### src/rtl/apb_regfile_slave_pkg.sv
// Shared types and constants for the APB register-file completer.
// Holds the FSM state encoding and the fixed register indices.
package apb_slave_pkg;

  typedef enum logic {IDLE, ACCESS} apb_slv_state_e;

  localparam int          REG_ID_IDX   = 0;
  localparam int          REG_XFER_IDX = 1;
  localparam logic [31:0] MISS_RDATA   = 32'h0;

endpackage

### src/rtl/apb_regfile_slave.sv
// APB completer with a word-addressed register bank, fixed wait states,
// a read-only ID word at index 0 and a read-only transfer counter at index 1.
module apb_regfile_slave
  import apb_slave_pkg::*;
#(
  parameter int          NUM_REGS    = 16,
  parameter int          WAIT_CYCLES = 2,
  parameter logic [31:0] BASE_ADDR   = 32'h0000_0000,
  parameter logic [31:0] ID_VALUE    = 32'hA9B0_0001
) (
  input  logic        clk,
  input  logic        rst_n,
  input  logic        psel,
  input  logic        penable,
  input  logic        pwrite,
  input  logic [31:0] paddr,
  input  logic [31:0] pwdata,
  output logic [31:0] prdata,
  output logic        pready
);

  localparam int IDX_W = $clog2(NUM_REGS);

  // Handshake: a transfer is a setup cycle (psel=1, penable=0) followed by
  // access cycles (psel=1, penable=1); it completes on the edge where
  // pready=1 is sampled together with psel & penable. Dropping psel in
  // the access phase abandons the transfer with no side effects.

  apb_slv_state_e state, state_d;
  logic [3:0]     cnt;
  logic [31:0]    xfer_cnt;
  logic [31:0]    addr_q;
  logic           write_q;
  logic [31:0]    wdata_q;
  logic [31:0]    regs [NUM_REGS];

  logic           setup, step, complete, abort;
  logic [31:0]    rd_addr;
  logic           rd_write;
  logic [IDX_W-1:0] rd_idx;
  logic           rd_hit;
  logic [31:0]    rd_data;
  logic           commit;
  logic [1:0]     unused_addr_lsb;

  assign unused_addr_lsb = paddr[1:0] ^ addr_q[1:0];

  always_comb begin
    state_d  = state;
    setup    = 1'b0;
    step     = 1'b0;
    complete = 1'b0;
    abort    = 1'b0;
    case (state)
      IDLE: begin
        if (psel && !penable) begin
          setup   = 1'b1;
          state_d = ACCESS;
        end
      end
      ACCESS: begin
        if (!psel) begin
          abort   = 1'b1;
          state_d = IDLE;
        end else if (penable && pready) begin
          complete = 1'b1;
          state_d  = IDLE;
        end else if (penable) begin
          step = 1'b1;
        end
      end
      default: state_d = IDLE;
    endcase
  end

  // With zero wait states pready rises on the setup edge, so the read value
  // must come straight from the bus rather than from the latched address.
  always_comb begin
    rd_addr  = (state == IDLE) ? paddr  : addr_q;
    rd_write = (state == IDLE) ? pwrite : write_q;
    rd_idx   = rd_addr[IDX_W+1:2];
    rd_hit   = (rd_addr[31:IDX_W+2] == BASE_ADDR[31:IDX_W+2]);
    rd_data  = MISS_RDATA;
    if (rd_write)
      rd_data = 32'h0;
    else if (rd_hit) begin
      if (rd_idx == IDX_W'(REG_ID_IDX))
        rd_data = ID_VALUE;
      else if (rd_idx == IDX_W'(REG_XFER_IDX))
        rd_data = xfer_cnt;
      else
        rd_data = regs[rd_idx];
    end
  end

  always_ff @(posedge clk or negedge rst_n) begin
    if (!rst_n) begin
      state    <= IDLE;
      cnt      <= 4'd0;
      pready   <= 1'b0;
      prdata   <= 32'h0;
      xfer_cnt <= 32'h0;
      addr_q   <= 32'h0;
      write_q  <= 1'b0;
      wdata_q  <= 32'h0;
    end else begin
      state <= state_d;
      if (setup) begin
        addr_q  <= paddr;
        write_q <= pwrite;
        wdata_q <= pwdata;
        cnt     <= 4'(WAIT_CYCLES);
        pready  <= (WAIT_CYCLES == 0);
        prdata  <= (WAIT_CYCLES == 0) ? rd_data : 32'h0;
      end else if (step) begin
        cnt    <= cnt - 4'd1;
        pready <= (cnt == 4'd1);
        prdata <= (cnt == 4'd1) ? rd_data : 32'h0;
      end else if (complete) begin
        xfer_cnt <= xfer_cnt + 32'd1;
        pready   <= 1'b0;
        prdata   <= 32'h0;
      end else if (abort) begin
        pready <= 1'b0;
        prdata <= 32'h0;
      end
    end
  end

  // Indices 0 and 1 are read-only; only the RW range is ever written.
  assign commit = complete && write_q && rd_hit &&
                  (rd_idx != IDX_W'(REG_ID_IDX)) && (rd_idx != IDX_W'(REG_XFER_IDX));

  always_ff @(posedge clk or negedge rst_n) begin
    if (!rst_n) begin
      for (int i = 0; i < NUM_REGS; i++) regs[i] <= 32'h0;
    end else if (commit) begin
      regs[rd_idx] <= wdata_q;
    end
  end

endmodule

### config.mk
export PLATFORM = sky130hd
export DESIGN_NAME = apb_regfile_slave
export DESIGN_NICKNAME = d
export VERILOG_FILES = /design/src/rtl/apb_regfile_slave_pkg.sv /design/src/rtl/apb_regfile_slave.sv
export SDC_FILE = /design/constraint.sdc
export NUM_CORES = 1
export LEC_CHECK = 0
export CAP_MARGIN = 5
export CORE_MARGIN = 8
export CORE_UTILIZATION = 65
export CTS_BUF_LIST = sky130_fd_sc_hd__clkbuf_2
export CTS_CLUSTER_SIZE = 40
export DETAILED_ROUTE_END_ITERATION = 8
export HOLD_SLACK_MARGIN = 0.08
export PLACE_DENSITY = 0.84
export SLEW_MARGIN = 20
export SYNTH_ARGS = -nofsm -noshare
export SYNTH_HDL_FRONTEND = slang
export SYNTH_SLANG_ARGS = --single-unit
export TNS_END_PERCENT = 5
### constraint.sdc
create_clock -name clk -period 3.8 [get_ports clk]
set_input_delay 0.76 -clock clk [delete_from_list [all_inputs] [get_ports clk]]
set_output_delay 0.76 -clock clk [all_outputs]
set_load 0.005 [all_outputs]
==> run metrics, run 1 <==
RD Place Congestion 0.807; switching part of the total power between 20% and 30%; vias per inst roughly 6.2; chip width 225 um; global-route wire length before repair roughly 110 mm; P_int 0.00940 W; via count 18400; Yosys reg bits between 600 and 700; antenna violations before repair 3; worst slew pin tran 1.02 ns; worst-path fanout max 15; Worst IR Drop VDD between 0.0002 and 0.0003 V; Worst Hold Launch paddr[2]; DRT Pass-1 Iters 8; Worst-Skew Late Latency between 1 and 1.5 ns; core area 0.0431 mm^2; clk sink count between 600 and 700; # fillers about 2700; GR Util All Layers 28.2%; status finished clean; Worst R2R Start state; Final TNS setup 0 ns; ys async rst share between 90% and 100%; predominant post-synthesis flop cell dfrtp_1; initial core utilization about 66%; area growth from synthesis to layout 12.3%; First DRT Iteration DRCs approximately 1300; clock-pin slew on the worst setup and hold paths around 0.11 ns; die span in y ~220 um; LEAKAGE about 16 nW; combinational share of power around a tenth; Layout Cells excl Fill between 2000 and 3000; CP Launch Type register; Cell variety after synth around 50; Worst Path Arrival 4.41 ns; Clock power frac around 35%; IO Pins approximately 100; Longest Clk Path Bufs 3; CP endpoint kind register; share of layout cells above drive strength 1 between 20% and 30%; Root Buffer clkbuf_2; worst slack, placed approximately 0.2 ns; CTS buffer count between 150 and 200; WHS Endpoint addr_q[2]; final worst slack 0.599 ns; Slew Viols, Final 0; # rows 76; DRT Wirelength just under 70 mm; fin nets about 2300; largest net degree at the start of global routing 124; Final min period around 3.2 ns; CTS tree built; mean post-synth cell area between 10 and 15 um^2; Die ar. roughly 0.051 mm^2; Final period util about 84%; Max Cap Violations 0; RSZ-0062 raised after global routing false; HPWL after DPL between 40 and 50 mm; mapped cell area 0.0283 mm^2; R2R depth 8; Final Hold Fails 0; EDFF count, synth 0; Final Setup Violations 0; vias in the first global route 20000; WP data required around 5.0 ns; Highest Clock Rate 312 MHz; DRC 0; Worst Skew approximately 0.096 ns; Hold Crit Class in -> reg; Max-Slew Margin vs Limit between 30% and 40%; H-tree levels 4; Synthesized Nets roughly 2100; reg-to-reg critical path endpoint prdata[27]; switching pwr between 0.003 and 0.004 W; total gr overflow 0; footprint of the flip-flops and latches approximately 0.016 mm^2; register area share after synthesis between 50 and 60%; WL/cell about 24 um; power share of the sequential group between 50% and 60%; CP Class reg -> reg; Mapped Cells about 2100; Routed Antenna Nets 0; Port Buf Inserts between 90 and 100; synth warn 0; Multi-input gate area 0.0111 mm^2; hold path cells 2; PD cells between 400 and 500 mW/mm^2; WHS 0.247 ns; worst reg2reg setup slack 0.60 ns; DP Cell Count around 2600
repair_timing:
action | 4_1_cts | 5_1_grt
buffers inserted | 0 | 0
hold buffers | 64 | 0
endpoints found under the hold margin | 705 | 0
gates resized for setup | 0 | 0
per-stage QoR:
step | total power, W | cell area (um^2) | util [%]
after detailed placement | 0.00874 | 29700 | 69.0
after floorplan | 0.00811 | 28300 | -
after global routing | 0.0138 | 31800 | 73.8
after global placement | 0.00868 | 29700 | 69.0
after CTS | 0.0133 | 31800 | 73.8
final | 0.0133 | 31800 | 73.8
cell families after synthesis:
kind of cell	synth area share, %
adders and majority gates	0.132
xor gates and xnor gates	1.05
AOI/OAI and AO/OA	6.18
buffers and inverters	3.86
DFF	57.0
muxes	27.9
and+or+nand+nor	3.90
area by class of cell:
cell class / count / area share, %
inverters: 8 / 0.0944
well taps: 585 / 2.30
diodes: 6 / 0.0472
repair buffers: 238 / 7.38
flip-flops and latches: 645 / 50.7
multi-input cells: 1197 / 35.0
clock buffers: 224 / 3.52
clock inverters: 45 / 0.865
worst max path at each step:
stage             start          to  slack [ns]  cells past startpoint
4_1_cts           state  prdata[27]        0.62                      8
6_report          state  prdata[27]        0.60                      8
3_5_place_dp    penable   regs[434]        0.21                      7
2_1_floorplan  paddr[3]   regs[129]        1.23                      9
3_3_place_gp   paddr[5]   regs[422]        0.26                      8
5_1_grt           state  prdata[27]        0.48                      8
routing by layer:
layer | part of all wire (%) | GRT usage, % | up-vias | routed length, um
li1 | - | - | 7987 | -
met1 | 40 | 34.9 | 9489 | 27600
met2 | 49 | 46.2 | 702 | 34300
met3 | 6.7 | 6.50 | 197 | 4680
met4 | 4.2 | 14.9 | 0 | 2920
met5 | 0 | 0 | - | 0
flip-flops by register name, summed over array words and instances, names as in the netlist:
register and count:
regs 512, xfer_cnt 32, wdata_q 32, state 1, addr_q 30, cnt 4, pready 1, write_q 1
prdata 32
power by group through the flow:
stage / registers [W] / logic, W / clock network (W)
6_report: 0.00732 / 0.00138 / 0.00457
5_1_grt: 0.00736 / 0.00146 / 0.00503
4_1_cts: 0.00730 / 0.00136 / 0.00464
3_5_place_dp: 0.00744 / 0.00130 / 0
3_3_place_gp: 0.00741 / 0.00128 / 0
2_1_floorplan: 0.00723 / 0.000874 / 0
cell usage in the layout, fill, tap and decap left out, types with 12 or more instances in the layout:
| master | instances |
|---|---|
| xnor2_1 | 28 |
| buf_4 | 64 |
| nand2_1 | 28 |
| dfrtp_1 | 645 |
| dlygate4sd3_1 | 63 |
| o21ai_0 | 81 |
| buf_12 | 12 |
| mux2_2 | 241 |
| a22oi_1 | 31 |
| nor2_1 | 33 |
| o22a_1 | 24 |
| nand3_1 | 44 |
| mux4_2 | 16 |
| mux2i_1 | 177 |
| mux2_1 | 270 |
| clkinv_1 | 38 |
| clkbuf_2 | 224 |
| o22ai_1 | 104 |
| nand4_1 | 14 |
| clkdlybuf4s50_1 | 98 |
cells in the mapped netlist, drive strengths merged, types with 2 or more instances:
cell | number | area (um^2)
nand2b | 4 | 25.0
and4 | 2 | 17.5
o21ai | 81 | 405
o22ai | 104 | 651
a211oi | 8 | 60.1
nor3 | 8 | 40.0
ha | 3 | 37.5
mux4 | 16 | 360
dfrtp | 645 | 16100
or2 | 12 | 75.1
nand4 | 24 | 283
nor4 | 13 | 100
nand3 | 44 | 220
mux2 | 511 | 5750
o2111a | 2 | 22.5
xnor2 | 28 | 245
a31oi | 2 | 12.5
nor3b | 2 | 15.0
mux2i | 179 | 1790
o221ai | 8 | 70.1
buf | 89 | 552
o22a | 26 | 228
a22oi | 33 | 253
clkbuf | 136 | 510
nor2 | 33 | 124
and3 | 5 | 31.3
nor4b | 2 | 23.8
nand2 | 29 | 111
inv | 8 | 30.0
nor2b | 2 | 12.5
a21oi | 3 | 15.0
xor2 | 6 | 52.6
worst max-delay path, cell delays in order (launching register included):
cell	delay (ns)
dfrtp_1	0.70
buf_4	0.25
mux2i_4	0.46
buf_4	0.26
mux4_2	0.51
nand2_1	0.09
o221ai_1	0.14
a211oi_1	0.47
o21ai_0	0.18
No activity file was read; power rests on OpenSTA's default activity.
==> inputs of run 2 (changes only) <==
--- a/config.mk
+++ b/config.mk
@@ -7,12 +7,12 @@
 export LEC_CHECK = 0
 export CAP_MARGIN = 5
 export CORE_MARGIN = 8
-export CORE_UTILIZATION = 65
+export CORE_UTILIZATION = 63
 export CTS_BUF_LIST = sky130_fd_sc_hd__clkbuf_2
 export CTS_CLUSTER_SIZE = 40
 export DETAILED_ROUTE_END_ITERATION = 8
 export HOLD_SLACK_MARGIN = 0.08
-export PLACE_DENSITY = 0.84
+export PLACE_DENSITY = 0.82
 export SLEW_MARGIN = 20
 export SYNTH_ARGS = -nofsm -noshare
 export SYNTH_HDL_FRONTEND = slang
==> constraint.sdc (replaced) <==
create_clock -name clk -period 3.2 [get_ports clk]
set_input_delay 0.64 -clock clk [delete_from_list [all_inputs] [get_ports clk]]
set_output_delay 0.64 -clock clk [all_outputs]
set_load 0.005 [all_outputs]
==> run metrics, run 2 (synthesized netlist as in run 1, its figures left out) <==
worst slew pin tran around 0.9 ns; Worst-Skew Late Latency 1.36 ns; Root Buffer clkbuf_2; global-route wire length before repair 110 mm; Final Cell Area 0.0324 mm^2; Largest register FFs 512; via count ~18000; most frequent cells in the layout dfrtp_1 (645), mux2_1 (270), mux2_2 (241); die span in y 228 um; # rows 77; CTS buffer count roughly 160; H-tree levels 4; worst-path cell chain clkdlybuf4s50_1; Worst Skew approximately 0.13 ns; slowest CP cell clkdlybuf4s50_1; final worst slack 0.237 ns; Port Buf Inserts 99; largest net degree at the start of global routing 99; Final min period approximately 3.0 ns; area growth from synthesis to layout 14.3%; WHS between 0.2 and 0.25 ns; DRC 0; Top delay family on crit path buffers and inverters; initial core utilization between 60% and 70%; total gr overflow 0; CTS tree built; Final TNS setup 0 ns; CP Launch Type register; RD Place Congestion just under 0.8; Longest Clk Path Bufs 3; WP data required approximately 2.6 ns; status finished clean; worst slack, placed between 0.06 and 0.07 ns; PD cells 489 mW/mm^2; Largest Register regs; IO Pins approximately 100; clk sink count 645; Buf/Inv on CP 1; # resized after CTS 0; core area 0.0443 mm^2; chip width 228 um; vias per inst a little over 6; CP max stage delay around 0.55 ns; Routed Antenna Nets 0; RSZ-0062 raised after global routing false; Final Setup Violations 0; worst-path fanout max 6; Max Cap Violations 0; most common cell after layout, fill and taps aside dfrtp_1; Hold Crit Class in -> reg; HPWL after DPL 41.8 mm; DRT Wirelength about 69 mm; share of layout cells above drive strength 1 about 27%; antenna violations before repair 2; placed inst area around 0.03 mm^2; LEAKAGE between 15 and 20 nW; CP endpoint kind primary output; Die ar. between 0.05 and 0.06 mm^2; clock-pin slew on the worst setup and hold paths ~0.1 ns; WL/cell approximately 23 um; Max-Slew Margin vs Limit 41.2%; Slew Viols, Final 0; GR Util All Layers a little over a quarter; vias in the first global route ~20000; CP Class reg -> out; Highest Clock Rate approximately 340 MHz; Final Hold Fails 0; Final period util around 93%; fin nets between 2000 and 2500; DRT Pass-1 Iters 5; First DRT Iteration DRCs between 1500 and 2000; Worst IR Drop VDD between 0.0003 and 0.0004 V; Worst Path Arrival ~2.3 ns
-- run 2: changes by cell type in the layout (fill, tap and decap cells not counted) --
cell,delta
buf_12,+28
clkinv_1,-21
clkbuf_2,+7
buf_4,-5
dlygate4sd3_1,+4
clkinvlp_4,+3
clkinv_4,+2
inv_2,+2
buf_16,+1
bufinv_16,-1
clkinv_2,+1
diode_2,-1
inv_6,+1
-- run 2: what timing repair did --
action	in CTS	in global routing
setup buffers	0	0
endpoints found under the hold margin	709	0
hold buffers	68	0
-- run 2: path summary, 6_finish.rpt --
| path | from | end | slack [ns] | cells after the start |
|---|---|---|---|---|
| max reg2reg | state | prdata[20] | 0.39 | 9 |
| max | pready | pready | 0.24 | 1 |
| min in group asynchronous | rst_n | addr_q[19] | 0.60 | 4 |
| min | paddr[2] | addr_q[2] | 0.21 | 3 |
| max in group asynchronous | rst_n | wdata_q[11] | 2.03 | 4 |
| min reg2reg | regs[458] | regs[458] | 0.38 | 0 |
-- run 2: stage by stage --
| stage | instances | util (%) | power (W) |
|---|---|---|---|
| 2_1_floorplan | 2075 | - | 0.00963 |
| 3_3_place_gp | 2640 | 68.4 | 0.0104 |
| 3_5_place_dp | 2640 | 68.4 | 0.0105 |
| 4_1_cts | 2971 | 73.1 | 0.0160 |
| 5_1_grt | 2975 | 73.1 | 0.0165 |
| 6_report | 2976 | 73.1 | 0.0159 |
-- run 2: worst min-delay path: cells and delay by family --
kind | cells | cell delay, ns
multiplexers | 1 | 0.14
buffers and inverters | 2 | 0.73
-- run 2: routing by layer --
layer,vias up,part of all wire [%],GRT usage [%]
li1,8012,-,-
met1,9607,41,33.6
met2,634,50,43.3
met3,177,5.7,5.52
met4,0,4.2,14.4
met5,-,0,0
-- run 2: final cells by class --
type | instances | area, um^2
Timing Repair Buffer | 266 | 2940
Multi-Input combinational cell | 1197 | 11100
Antenna cell | 5 | 12.5
Clock buffer | 231 | 1160
Inverter | 8 | 30.0
Fill cell | 2815 | 11900
Sequential cell | 645 | 16100
Clock inverter | 32 | 228
Tap cell | 592 | 741
-- run 2: report_power, final --
part,internal (W),switching (W)
Sequential,0.00830,0.000391
Combinational,0.000757,0.000965
Clock,0.00216,0.00328
Total,0.0112,0.00463
